<file path="config.mk">
export PLATFORM = sky130hd
export DESIGN_NAME = hazard_ctrl
export DESIGN_NICKNAME = d
export VERILOG_FILES = /design/src/rtl/hazard_ctrl_pkg.sv /design/src/rtl/hazard_ctrl_mux5bit.sv /design/src/rtl/hazard_ctrl.sv
export SDC_FILE = /design/constraint.sdc
export NUM_CORES = 1
export LEC_CHECK = 0
export ABC_AREA = 1
export CAP_MARGIN = 0
export CORE_ASPECT_RATIO = 2
export CORE_MARGIN = 4
export CORE_UTILIZATION = 52
export CTS_CLUSTER_DIAMETER = 60
export DETAILED_ROUTE_END_ITERATION = 8
export GPL_TIMING_DRIVEN = 0
export PLACE_DENSITY = 0.83
export SKIP_CTS_REPAIR_TIMING = 1
export SLEW_MARGIN = 20
export SYNTH_ARGS = -nofsm -noshare
export SYNTH_HDL_FRONTEND = slang
export SYNTH_SLANG_ARGS = --single-unit
export TNS_END_PERCENT = 5
</file>
<file path="constraint.sdc">
create_clock -name clk -period 2.3 [get_ports clk]
set_input_delay 0.345 -clock clk [delete_from_list [all_inputs] [get_ports clk]]
set_output_delay 0.345 -clock clk [all_outputs]
set_load 0.05 [all_outputs]
</file>
<file path="src/rtl/hazard_ctrl_pkg.sv">
// -----------------------------------------------------------------------------
// hazard_ctrl_pkg
// Shared definitions for the pipeline hazard controller. This file has no ports.
// It holds:
//   - the EX operand-source encodings,
//   - the hard-wired zero register,
//   - the stage-entry structs,
//   - the forwarding-select helper.
// -----------------------------------------------------------------------------
package hazard_ctrl_pkg;

    localparam int REG_W = 5;
    localparam int CNT_W = 16;

    localparam logic [1:0]       FWD_RF    = 2'b00;
    localparam logic [1:0]       FWD_EXMEM = 2'b01;
    localparam logic [1:0]       FWD_MEMWB = 2'b10;
    localparam logic [REG_W-1:0] REG_ZERO  = '0;

    // Tracking state that every stage keeps for its instruction.
    typedef struct packed {
        logic             valid;
        logic             we;
        logic             mem_read;
        logic [REG_W-1:0] dst;
    } entry_t;

    // EX additionally remembers its source registers for operand forwarding.
    typedef struct packed {
        entry_t           ent;
        logic [REG_W-1:0] rs;
        logic [REG_W-1:0] rt;
    } ex_entry_t;

    // True when a stage entry will write a real register that matches src.
    function automatic logic writes_reg(input entry_t e, input logic [REG_W-1:0] src);
        return e.valid && e.we && (e.dst != REG_ZERO) && (e.dst == src);
    endfunction

    // The younger producer (MEM) wins over the older one (WB).
    function automatic logic [1:0] fwd_sel(input entry_t mem, input entry_t wb,
                                           input logic [REG_W-1:0] src);
        if (writes_reg(mem, src))
            return FWD_EXMEM;
        else if (writes_reg(wb, src))
            return FWD_MEMWB;
        else
            return FWD_RF;
    endfunction

endpackage

</file>
<file path="src/rtl/hazard_ctrl_mux5bit.sv">
// -----------------------------------------------------------------------------
// mux5bit
// Two-way selector for a 5-bit register specifier.
// Ports:
//   sel : 0 selects a, 1 selects b
//   a   : 5-bit input
//   b   : 5-bit input
//   y   : selected 5-bit value
// -----------------------------------------------------------------------------
module mux5bit (
    input  logic       sel,
    input  logic [4:0] a,
    input  logic [4:0] b,
    output logic [4:0] y
);

    assign y = sel ? b : a;

endmodule

</file>
<file path="src/rtl/hazard_ctrl.sv">
// -----------------------------------------------------------------------------
// hazard_ctrl
// Tracks the EX/MEM/WB destinations of a 5-stage pipeline. From them it
// produces:
//   - the load-use stall,
//   - the branch flush,
//   - the EX operand forwarding selects,
//   - a saturating count of stall cycles.
//
// Ports:
//   clk                    : clock; all state updates on the rising edge
//   rst_n                  : synchronous reset, active-low
//   id_valid               : decode holds a real instruction
//   id_rs, id_rt, id_rd    : decode register fields
//   id_use_rs, id_use_rt   : the decode instruction reads that operand
//   id_reg_dst             : destination select (0 = rt, 1 = rd)
//   id_reg_write           : the decode instruction writes the register file
//   id_mem_read            : the decode instruction is a load
//   branch_taken           : redirect; squashes decode
//   stall                  : hold PC and IF/ID
//   flush_id               : zero IF/ID
//   fwd_a, fwd_b           : EX operand source (00 regfile, 01 EX/MEM, 10 MEM/WB)
//   ex_dst, mem_dst, wb_dst: tracked destinations, 0 when the stage is empty
//   wb_we                  : register-file write enable
//   stall_cnt              : saturating count of stall cycles
// -----------------------------------------------------------------------------
module hazard_ctrl
    import hazard_ctrl_pkg::*;
(
    input  logic             clk,
    input  logic             rst_n,
    input  logic             id_valid,
    input  logic [REG_W-1:0] id_rs,
    input  logic [REG_W-1:0] id_rt,
    input  logic [REG_W-1:0] id_rd,
    input  logic             id_use_rs,
    input  logic             id_use_rt,
    input  logic             id_reg_dst,
    input  logic             id_reg_write,
    input  logic             id_mem_read,
    input  logic             branch_taken,
    output logic             stall,
    output logic             flush_id,
    output logic [1:0]       fwd_a,
    output logic [1:0]       fwd_b,
    output logic [REG_W-1:0] ex_dst,
    output logic [REG_W-1:0] mem_dst,
    output logic [REG_W-1:0] wb_dst,
    output logic             wb_we,
    output logic [CNT_W-1:0] stall_cnt
);

    logic [REG_W-1:0] sel_dst;
    logic [REG_W-1:0] id_dst;
    logic             load_use;
    logic             stall_int;
    ex_entry_t        ex_next;

    ex_entry_t        ent_p0;    // EX
    entry_t           ent_p1;    // MEM
    entry_t           ent_p2;    // WB
    logic [CNT_W-1:0] cnt_q;

    // Saturating increment for the stall counter.
    function automatic logic [CNT_W-1:0] sat_inc(input logic [CNT_W-1:0] v);
        return (v == {CNT_W{1'b1}}) ? v : v + 1'b1;
    endfunction

    mux5bit u_dst_mux (
        .sel (id_reg_dst),
        .a   (id_rt),
        .b   (id_rd),
        .y   (sel_dst)
    );

    // A non-writing instruction carries register 0 so it can never match.
    assign id_dst = id_reg_write ? sel_dst : REG_ZERO;

    // Decode stage: hazard detection and next EX entry
    always_comb begin
        load_use = id_valid && ent_p0.ent.valid && ent_p0.ent.mem_read &&
                   (ent_p0.ent.dst != REG_ZERO) &&
                   ((id_use_rs && (id_rs == ent_p0.ent.dst)) ||
                    (id_use_rt && (id_rt == ent_p0.ent.dst)));

        // A taken branch squashes decode, so the hazard it would have caused is moot.
        stall_int = load_use && !branch_taken;

        ex_next = '0;
        if (id_valid && !load_use && !branch_taken) begin
            ex_next.ent.valid    = 1'b1;
            ex_next.ent.we       = id_reg_write;
            ex_next.ent.mem_read = id_mem_read;
            ex_next.ent.dst      = id_dst;
            ex_next.rs           = id_rs;
            ex_next.rt           = id_rt;
        end
    end

    // EX / MEM / WB stage registers
    always_ff @(posedge clk) begin
        if (!rst_n) begin
            ent_p0 <= '0;
            ent_p1 <= '0;
            ent_p2 <= '0;
            cnt_q  <= '0;
        end else begin
            ent_p0 <= ex_next;
            ent_p1 <= ent_p0.ent;
            ent_p2 <= ent_p1;
            if (stall_int)
                cnt_q <= sat_inc(cnt_q);
        end
    end

    // Outputs: quiet while reset is held, even before the clearing edge.
    always_comb begin
        stall    = 1'b0;
        flush_id = 1'b0;
        fwd_a    = FWD_RF;
        fwd_b    = FWD_RF;
        ex_dst   = REG_ZERO;
        mem_dst  = REG_ZERO;
        wb_dst   = REG_ZERO;
        wb_we    = 1'b0;
        if (rst_n) begin
            stall    = stall_int;
            flush_id = branch_taken;
            fwd_a    = fwd_sel(ent_p1, ent_p2, ent_p0.rs);
            fwd_b    = fwd_sel(ent_p1, ent_p2, ent_p0.rt);
            ex_dst   = ent_p0.ent.valid ? ent_p0.ent.dst : REG_ZERO;
            mem_dst  = ent_p1.valid     ? ent_p1.dst     : REG_ZERO;
            wb_dst   = ent_p2.valid     ? ent_p2.dst     : REG_ZERO;
            wb_we    = ent_p2.valid && ent_p2.we;
        end
    end

    assign stall_cnt = cnt_q;

    // Past EX, the load flag has no consumer.
    logic unused_mem_read;
    assign unused_mem_read = ent_p1.mem_read ^ ent_p2.mem_read;

endmodule

</file>
# After elaboration in Yosys (flattened, before gate mapping)

Cells that the tools add are included.

Eq/ne operators: 7
Multiplexer cells: 18
Add/sub/neg operators: 1
Reduce and logical (&&, ||, !) cells: 26
Bitwise gates (word level): 1

Operators by type and width:

| cell                                                             | number |
|---|---|
| 5-bit two-way mux                                                | 8 |
| 5-bit equality test                                              | 6 |
| 18-bit two-way mux                                               | 1 |
| 1-bit logical AND                                                | 17 |
| 16-bit by 1-bit adder with 16-bit output (second input constant) | 1 |
| 16-bit equality test (second input constant)                     | 1 |
| 5-bit nonzero test                                               | 3 |
| 2-bit two-way mux                                                | 6 |
| 2-bit AND reduction                                              | 2 |
| 1-bit two-way mux                                                | 3 |
| 3-bit AND reduction                                              | 1 |
| 1-bit zero test                                                  | 2 |
| 1-bit logical OR                                                 | 1 |
| 1-bit inverter                                                   | 1 |

Output and inout bits: 38
Word-level logic and storage cells: 66
Bits in registers: 48

# Longest topological paths before layout

Gate-level depths: netlist of the first run.

Depth after elaboration: 8
Mapped depth: 11
Mapped depth without buffers: 11

# Modules after synthesis

From an unflattened synthesis of the first run, not the netlist that was laid out.

Cells, all modules: 406
Area, all modules: 2566.2 um^2

By module, submodules not included:

| module      | area each (um^2) | cells an instance | seq. area each (um^2) | instances |
|---|---|---|---|---|
| hazard_ctrl | 2506.2           | 390               | 960.9                 | 1 |
| mux5bit     | 60.1             | 16                | 0.0                   | 1 |

# Least setup slack after synthesis of the first run

Ideal clock, no wire load.

Path kind: register to output
Start point: register ent_p2[2] (netlist bit)
End point: output port fwd_a[1]
Cell stages (with the launch flop): 5
Path buffers: 0
Setup slack: 0.242 ns
Arrival: 1.713 ns
Required time: 1.955 ns
Path through: dfxtp_1 > or2_2 > a221oi_1 > nand3_1 > a21oi_1

Longest elaborated chain between the ends: 6
Elaborated cells on any way between the ends: 7

Ends and longest elaborated chain:

| what                   | line                  | source |
|---|---|---|
| from (decl)            | hazard_ctrl.sv:61     | `entry_t ent_p2;` |
| from (signal assigned) | hazard_ctrl.sv:110    | `ent_p2 <= ent_p1;` |
| 5-bit nonzero test     | hazard_ctrl_pkg.sv:37 | `return e.valid && e.we && (e.dst != REG_ZERO) && (e.dst == src);` |
| 1-bit logical AND      | hazard_ctrl_pkg.sv:37 |  |
| 1-bit logical AND (*)  | hazard_ctrl_pkg.sv:37 |  |
| 2-bit two-way mux (*)  | hazard_ctrl_pkg.sv:45 | `else if (writes_reg(wb, src))` |
| 2-bit two-way mux (*)  | hazard_ctrl_pkg.sv:43 | `if (writes_reg(mem, src))` |
| 2-bit two-way mux (*)  | hazard_ctrl.sv:126    | `if (rst_n) begin` |
| to (decl)              | hazard_ctrl.sv:44     | `output logic [1:0] fwd_a,` |

Mark *: on every way between the ends. The rest lies on a longest branch, timed or not.

# Worst setup path in the final report of the first run

Start point: input port branch_taken
End point: output port flush_id

Longest elaborated chain between the ends: 1

Ends and longest elaborated chain:

| what              | line               | source |
|---|---|---|
| from (decl)       | hazard_ctrl.sv:41  | `input logic branch_taken,` |
| 1-bit two-way mux | hazard_ctrl.sv:126 |  |
| to (decl)         | hazard_ctrl.sv:43  | `output logic flush_id,` |

No other way between the ends.

==> results of run 1 <==
path summary, 6_finish.rpt:
kind / slack (ps) / from / to / depth (start not counted)
worst max-delay path: 70 / branch_taken / flush_id / 4
worst min-delay path: 430 / ent_p0[16]$_SDFF_PN0_ / ent_p1[6]$_SDFF_PN0_ / 2
worst max register to register: 530 / stall_cnt[1]$_SDFFE_PN0P_ / stall_cnt[11]$_SDFFE_PN0P_ / 10
worst min register to register: 430 / ent_p0[16]$_SDFF_PN0_ / ent_p1[6]$_SDFF_PN0_ / 2
metrics by stage:
stage	cell area (µm²)	setup WS (ps)
floorplan	2575	241.8
global placement	3237	-482.2
detailed placement	3237	-473.3
CTS	3344	-495.0
global route	3358	-19.85
finish	3358	66.02
where the power goes:
group | total, mW | internal (mW) | switching [mW]
Clock | 0.610 | 0.323 | 0.287
Combinational | 0.152 | 0.0696 | 0.0823
Sequential | 0.850 | 0.841 | 0.00914
Total | 1.61 | 1.23 | 0.378
worst reg2reg max path: stages, from the launching register on:
cell	delay (ps)
dfxtp_1	400
ha_1	200
nand2_1	70
nor2_1	210
nand3_1	180
nor2_4	150
inv_2	90
nand2_1	90
nor2_1	60
a21oi_1	160
nor2_1	60
area by class of cell:
class	instances	area, µm²
sequential	48	960.9
clock buffer	6	72.57
buffer	6	28.78
inverter	69	259.0
multi-input combinational	288	1334
tap	57	71.32
clock inverter	2	35.03
fill	416	1461
timing repair buffer	59	596.8
layer usage:
metal / up-vias / track usage [%] / part of all wire [%]
met5: - / 0 / 0
met4: 0 / 12.11 / 3.1
met3: 14 / 3.241 / 4.1
met2: 74 / 41.75 / 55
met1: 1205 / 22.05 / 38
li1: 1380 / - / -
cell families after synthesis:
logic type	share of synthesized area [%]
AO/OA/AOI/OAI	5.879
XOR/XNOR	4.082
adder cells (fa/ha/maj)	0.4858
buffers and inverters	11.08
flip-flops	37.32
AND/OR/NAND/NOR	41.16
cell usage after synthesis:
cell type  number  area share [%]
nor2_4          1            0.44
inv_1          60             8.7
nor3_1          4            0.78
nor2_1         94              14
nand4_2         1            0.49
a221oi_1        2            0.68
nand2_2         3            0.73
nand3_2         1            0.39
nor2_8          1            0.78
nand3b_1        3            0.87
o21ai_1         1            0.19
buf_1           1            0.15
or2_2           2            0.49
nand4_1         5             1.2
xor2_1          4             1.4
nor4_1          1            0.24
o21bai_1        2            0.58
nand2_1       109              16
o21a_1          2            0.58
clkbuf_1        4            0.58
ha_1            1            0.49
a31oi_1         1            0.24
a31o_2          1            0.34
nand3_1        23             4.5
buf_4           1            0.29
o311ai_0        1            0.34
dfxtp_1        48              37
xnor2_1         8             2.7
a21oi_1        14             2.7
nor2_2          1            0.24
inv_2           9             1.3
nand2_4         1            0.44
o21ai_0         1            0.19
flip-flops by register name, summed over array words and instances, names as in the netlist:
name,flops
ent_p2,7
stall_cnt,16
ent_p1,7
ent_p0,18
==> impl_metrics.py, run 1 <==
metrics = {
    "global_routing": {
        "grt_use_total_pct": 22.14,
        "grt_pass1_wl_mm": 10.74,
        "grt_overflow": 0,
        "antenna_found_initial": 0,
        "grt_max_degree": 15,
        "grt_pass1_vias": 2556,
    },
    "critical_path": {
        "crit_family": "buffers and inverters",
        "path_cells": "clkdlybuf4s50_1 > nand2_1 > inv_1 > clkdlybuf4s50_1",
        "max_stage_delay_ps": 800,
        "worstPathMaxFanout": 3,
        "crit_type": "in -> out",
        "slowest_stage": "clkdlybuf4s50_1",
        "critPathBufInv": 3,
        "cp-start-kind": "primary input",
        "critPathCaptureType": "output port",
        "crit_top_cell": "clkdlybuf4s50_1",
        "cp.arrival_ps": 1890,
        "worstPathRequired_ps": 1960,
    },
    "die": {
        "rows": 36,
        "die_x_um": 57.76,
        "die_h_um": 107.5,
        "top_level_ports": 62,
        "coreArea_um2": 4820,
        "start_util_pct": 53.43,
        "die_area_um2": 6210,
    },
    "timing": {
        "setup_violations": 0,
        "hold_viol_final": 0,
        "fin_crit_sh_pct": 97.13,
        "finalHoldWorstSlack_ps": 430.4,
        "rsz0062_at_grt": "true",
        "layout_min_cycle_time_ps": 2234,
        "skew_ps": 2.262,
        "maxSlewHeadroom_pct": 62.41,
        "slew_viol_final": 0,
        "setup_tns_ps": 0,
        "fmax_mhz": 447.6,
        "worst_slew_pin_slew_ps": 563.9,
    },
    "clock_tree": {
        "insertion_delay_ps": 300,
        "cts_root_buf": "clkbuf_8",
        "numCtsBuffers": 5,
        "cts_num_sinks": 48,
        "clock_path_buffers": 2,
        "clk_pin_slew_ps": 90,
        "cts_tree": "yes",
        "htreeDepth": 2,
    },
    "placed_design": {
        "hpwl_mm": 5.167,
        "io_buffer_count": 59,
        "place_inst": 527,
        "place.gp.congestion": 0.9104,
    },
    "synth": {
        "synth_cells": 411,
        "yosysSeqAreaShare_pct": 37.32,
        "syn-cell-area_um2": 2575,
        "syn_area_per_cell_um2": 6.265,
        "synth_fp_nets": 436,
        "synth_cell_types": 33,
        "synth_warnings": 0,
        "synth_seq_cells": 48,
    },
    "route": {
        "routedWlPerCell_um": 12.19,
        "drc": 0,
        "firstDrtPassIters": 4,
        "routed_wl_mm": 6.524,
        "drtIter0Drc": 122,
        "vias": 2673,
        "vias_per_cell": 4.996,
        "postRouteAntennaNets": 0,
    },
    "power": {
        "p_total_mw": 1.611,
        "p_per_area_nw_per_um2": 479.8,
        "ir_drop_mv": 0.3788,
        "p_leak_nw": 1.794,
    },
    "layout": {
        "nets": 502,
        "fin_util_pct": 69.68,
        "final_common_cell": "nand2_1",
        "antenna_cells": 0,
        "most-common-layout-cells": "nand2_1, nor2_1, inv_1",
        "syn2layout_area_growth_pct": 30.42,
        "drive_gt1_share_pct": 7.531,
        "fin_cells": 535,
    },
    "run_status": {
        "outcome": "finished, final reports clean",
    },
    "run": {
        "cap_violations": 0,
    },
    "hold_path": {
        "hold_class": "reg -> reg",
    },
}
Note: power is estimated with default switching activity, not from simulation.
==> run 2: changes to the inputs <==
--- a/config.mk
+++ b/config.mk
@@ -10,3 +10,2 @@
 export CORE_ASPECT_RATIO = 2
-export CORE_MARGIN = 4
 export CORE_UTILIZATION = 52
--- a/constraint.sdc
+++ b/constraint.sdc
@@ -3,2 +3,2 @@
 set_output_delay 0.345 -clock clk [all_outputs]
-set_load 0.05 [all_outputs]
+set_load 0.01 [all_outputs]
==> impl_metrics.py, run 2 (synthesis gave the netlist of run 1 again) <==
metrics = {
    "power": {
        "ir_drop_mv": 0.4720,
        "power.switching_uw": 383.6,
        "pwr-share-comb_pct": 9.4,
        "p_per_area_nw_per_um2": 477.7,
        "power_frac_clock_pct": 38.0,
        "p_leak_nw": 1.645,
        "pwr-share-seq_pct": 52.5,
        "intPower_mw": 1.234,
        "sw_frac_of_total_pct": 23.71,
    },
    "route": {
        "drtIter0Drc": 68,
        "vias": 2752,
        "postRouteAntennaNets": 0,
        "routedWlPerCell_um": 12.73,
        "routed_wl_mm": 6.811,
        "firstDrtPassIters": 4,
        "drc": 0,
        "vias_per_cell": 5.144,
    },
    "placed_design": {
        "io_buffer_count": 59,
        "dp_slack_ps": -250.6,
        "place.gp.congestion": 0.8655,
        "hpwl_mm": 5.490,
    },
    "timing": {
        "fin_crit_sh_pct": 104.0,
        "setup_violations": 3,
        "worst_slew_pin_slew_ps": 564.6,
        "worst_slack_ps": -92.37,
        "fmax_mhz": 418.0,
        "skew_ps": 3.999,
        "hold_viol_final": 0,
        "rsz0062_at_grt": "true",
        "maxSlewHeadroom_pct": 62.36,
        "setup_tns_ps": -96.38,
        "layout_min_cycle_time_ps": 2392,
        "slew_viol_final": 0,
    },
    "critical_path": {
        "worstPathMaxFanout": 4,
        "crit_family": "buffers and inverters",
        "cp.arrival_ps": 2050,
        "slowest_stage": "clkdlybuf4s50_1",
        "worstPathRequired_ps": 1960,
        "critPathCaptureType": "output port",
        "cp-start-kind": "register",
        "reg2reg_from": "ent_p0[11]$_SDFF_PN0_",
        "crit_top_cell": "inv_1",
        "max_stage_delay_ps": 560,
        "critPathBufInv": 3,
        "path_cells": "inv_1 > nand3_1 > o311ai_0 > inv_1 > a21oi_1 > clkdlybuf4s50_1",
        "r2r_setup_slack_ps": 490,
        "rr_worst_depth": 12,
        "worst_r2r_endpoint": "stall_cnt[10]$_SDFFE_PN0P_",
        "crit_type": "reg -> out",
    },
    "clock_tree": {
        "insertion_delay_ps": 300,
        "clock_path_buffers": 2,
        "numCtsBuffers": 5,
        "htreeDepth": 2,
        "cts_num_sinks": 48,
        "clk_pin_slew_ps": 90,
        "cts_tree": "yes",
        "cts_root_buf": "clkbuf_8",
    },
    "layout": {
        "drive_gt1_share_pct": 7.708,
        "final_common_cell": "nand2_1",
        "largest_reg_flops": 18,
        "nets": 504,
        "syn2layout_area_growth_pct": 31.54,
        "most-common-layout-cells": "nand2_1, nor2_1, inv_1",
        "top_register": "ent_p0",
        "antenna_cells": 0,
    },
    "run_status": {
        "outcome": "finished, violations left",
        "violations": "negative setup slack",
    },
    "die": {
        "top_level_ports": 62,
        "start_util_pct": 54.95,
        "die_x_um": 51.76,
        "die_area_um2": 5254,
        "coreArea_um2": 4686,
        "rows": 35,
        "die_h_um": 101.5,
    },
    "global_routing": {
        "grt_overflow": 0,
        "grt_pass1_vias": 2641,
        "grt_max_degree": 16,
        "grt_use_total_pct": 28.08,
        "grt_pass1_wl_mm": 10.78,
        "antenna_found_initial": 0,
    },
    "hold_path": {
        "min_to": "ent_p1[6]$_SDFF_PN0_",
        "hold_class": "reg -> reg",
        "min-delay-start": "ent_p0[16]$_SDFF_PN0_",
        "min_path_cells": 2,
    },
    "run": {
        "cap_violations": 0,
    },
}
==> run 2: changes by cell type in the layout (fill, tap and decap cells not counted), sizes merged <==
cell           previous run  this run
clkinvlp                  0         1
clkdlybuf4s50            44        57
dlymetal6s2s             10         2
clkbuf                   12         9
buf                       5         4
==> run 2: cell type report <==
cell class	count	area (µm²)
Clock buffer	5	68.82
Sequential cell	48	963.4
Tap cell	55	68.82
Clock inverter	3	42.54
Fill cell	413	1299
Buffer	6	27.53
Timing Repair Buffer	61	610.6
Inverter	69	259.0
Multi-Input combinational cell	288	1346
==> run 2: worst max-delay path by stage <==
stage	startpoint	to	slack [ps]	depth (start not counted)
floorplan	stall_cnt[1]$_SDFFE_PN0P_	stall_cnt[11]$_SDFFE_PN0P_	750	10
global placement	id_rt[1]	stall	-230	10
detailed placement	id_rt[1]	stall	-250	10
CTS	id_rt[1]	stall	-250	10
global route	ent_p1[0]$_SDFF_PN0_	fwd_b[1]	-190	6
finish	ent_p1[0]$_SDFF_PN0_	fwd_b[1]	-90	6
==> run 2: metrics by stage <==
| step | cell area (µm²) | instances | power [mW] | util (%) | hold slack, ps |
|---|---|---|---|---|---|
| floorplan | 2575 | 411 | 0.9491 | - | 390.5 |
| detailed placement | 3234 | 525 | 1.017 | 69.03 | 401.9 |
| global placement | 3234 | 525 | 1.014 | 69.03 | 394.5 |
| global route | 3387 | 535 | 1.674 | 72.28 | 444.4 |
| finish | 3387 | 535 | 1.618 | 72.28 | 419.1 |
| CTS | 3346 | 533 | 1.615 | 71.40 | 423.9 |
==> run 2: per-layer routing <==
| layer | vias up | track usage (%) | wire length (µm) |
|---|---|---|---|
| met4 | 0 | 21.62 | 436 |
| met2 | 111 | 55.94 | 3819 |
| met5 | - | 0 | 0 |
| li1 | 1384 | - | - |
| met1 | 1225 | 21.95 | 2297 |
| met3 | 32 | 4.805 | 257 |
==> run 2: power groups by stage <==
stage	Sequential, mW	Clock (mW)	Combinational [mW]
global route	0.852	0.655	0.168
floorplan	0.867	0	0.0823
CTS	0.850	0.616	0.148
detailed placement	0.869	0	0.147
global placement	0.869	0	0.145
finish	0.850	0.615	0.153
==> run 2: worst register-to-register path, stage by stage (launching register included) <==
cell and delay (ps):
dfxtp_1 410, inv_2 70, nand2_1 130, nand2_1 80
nor2_1 100, nand3_1 130, nand2_4 130, buf_4 130
nand3_2 120, nor2_1 220, nand2_1 80, nand2_1 60
nor2_1 50
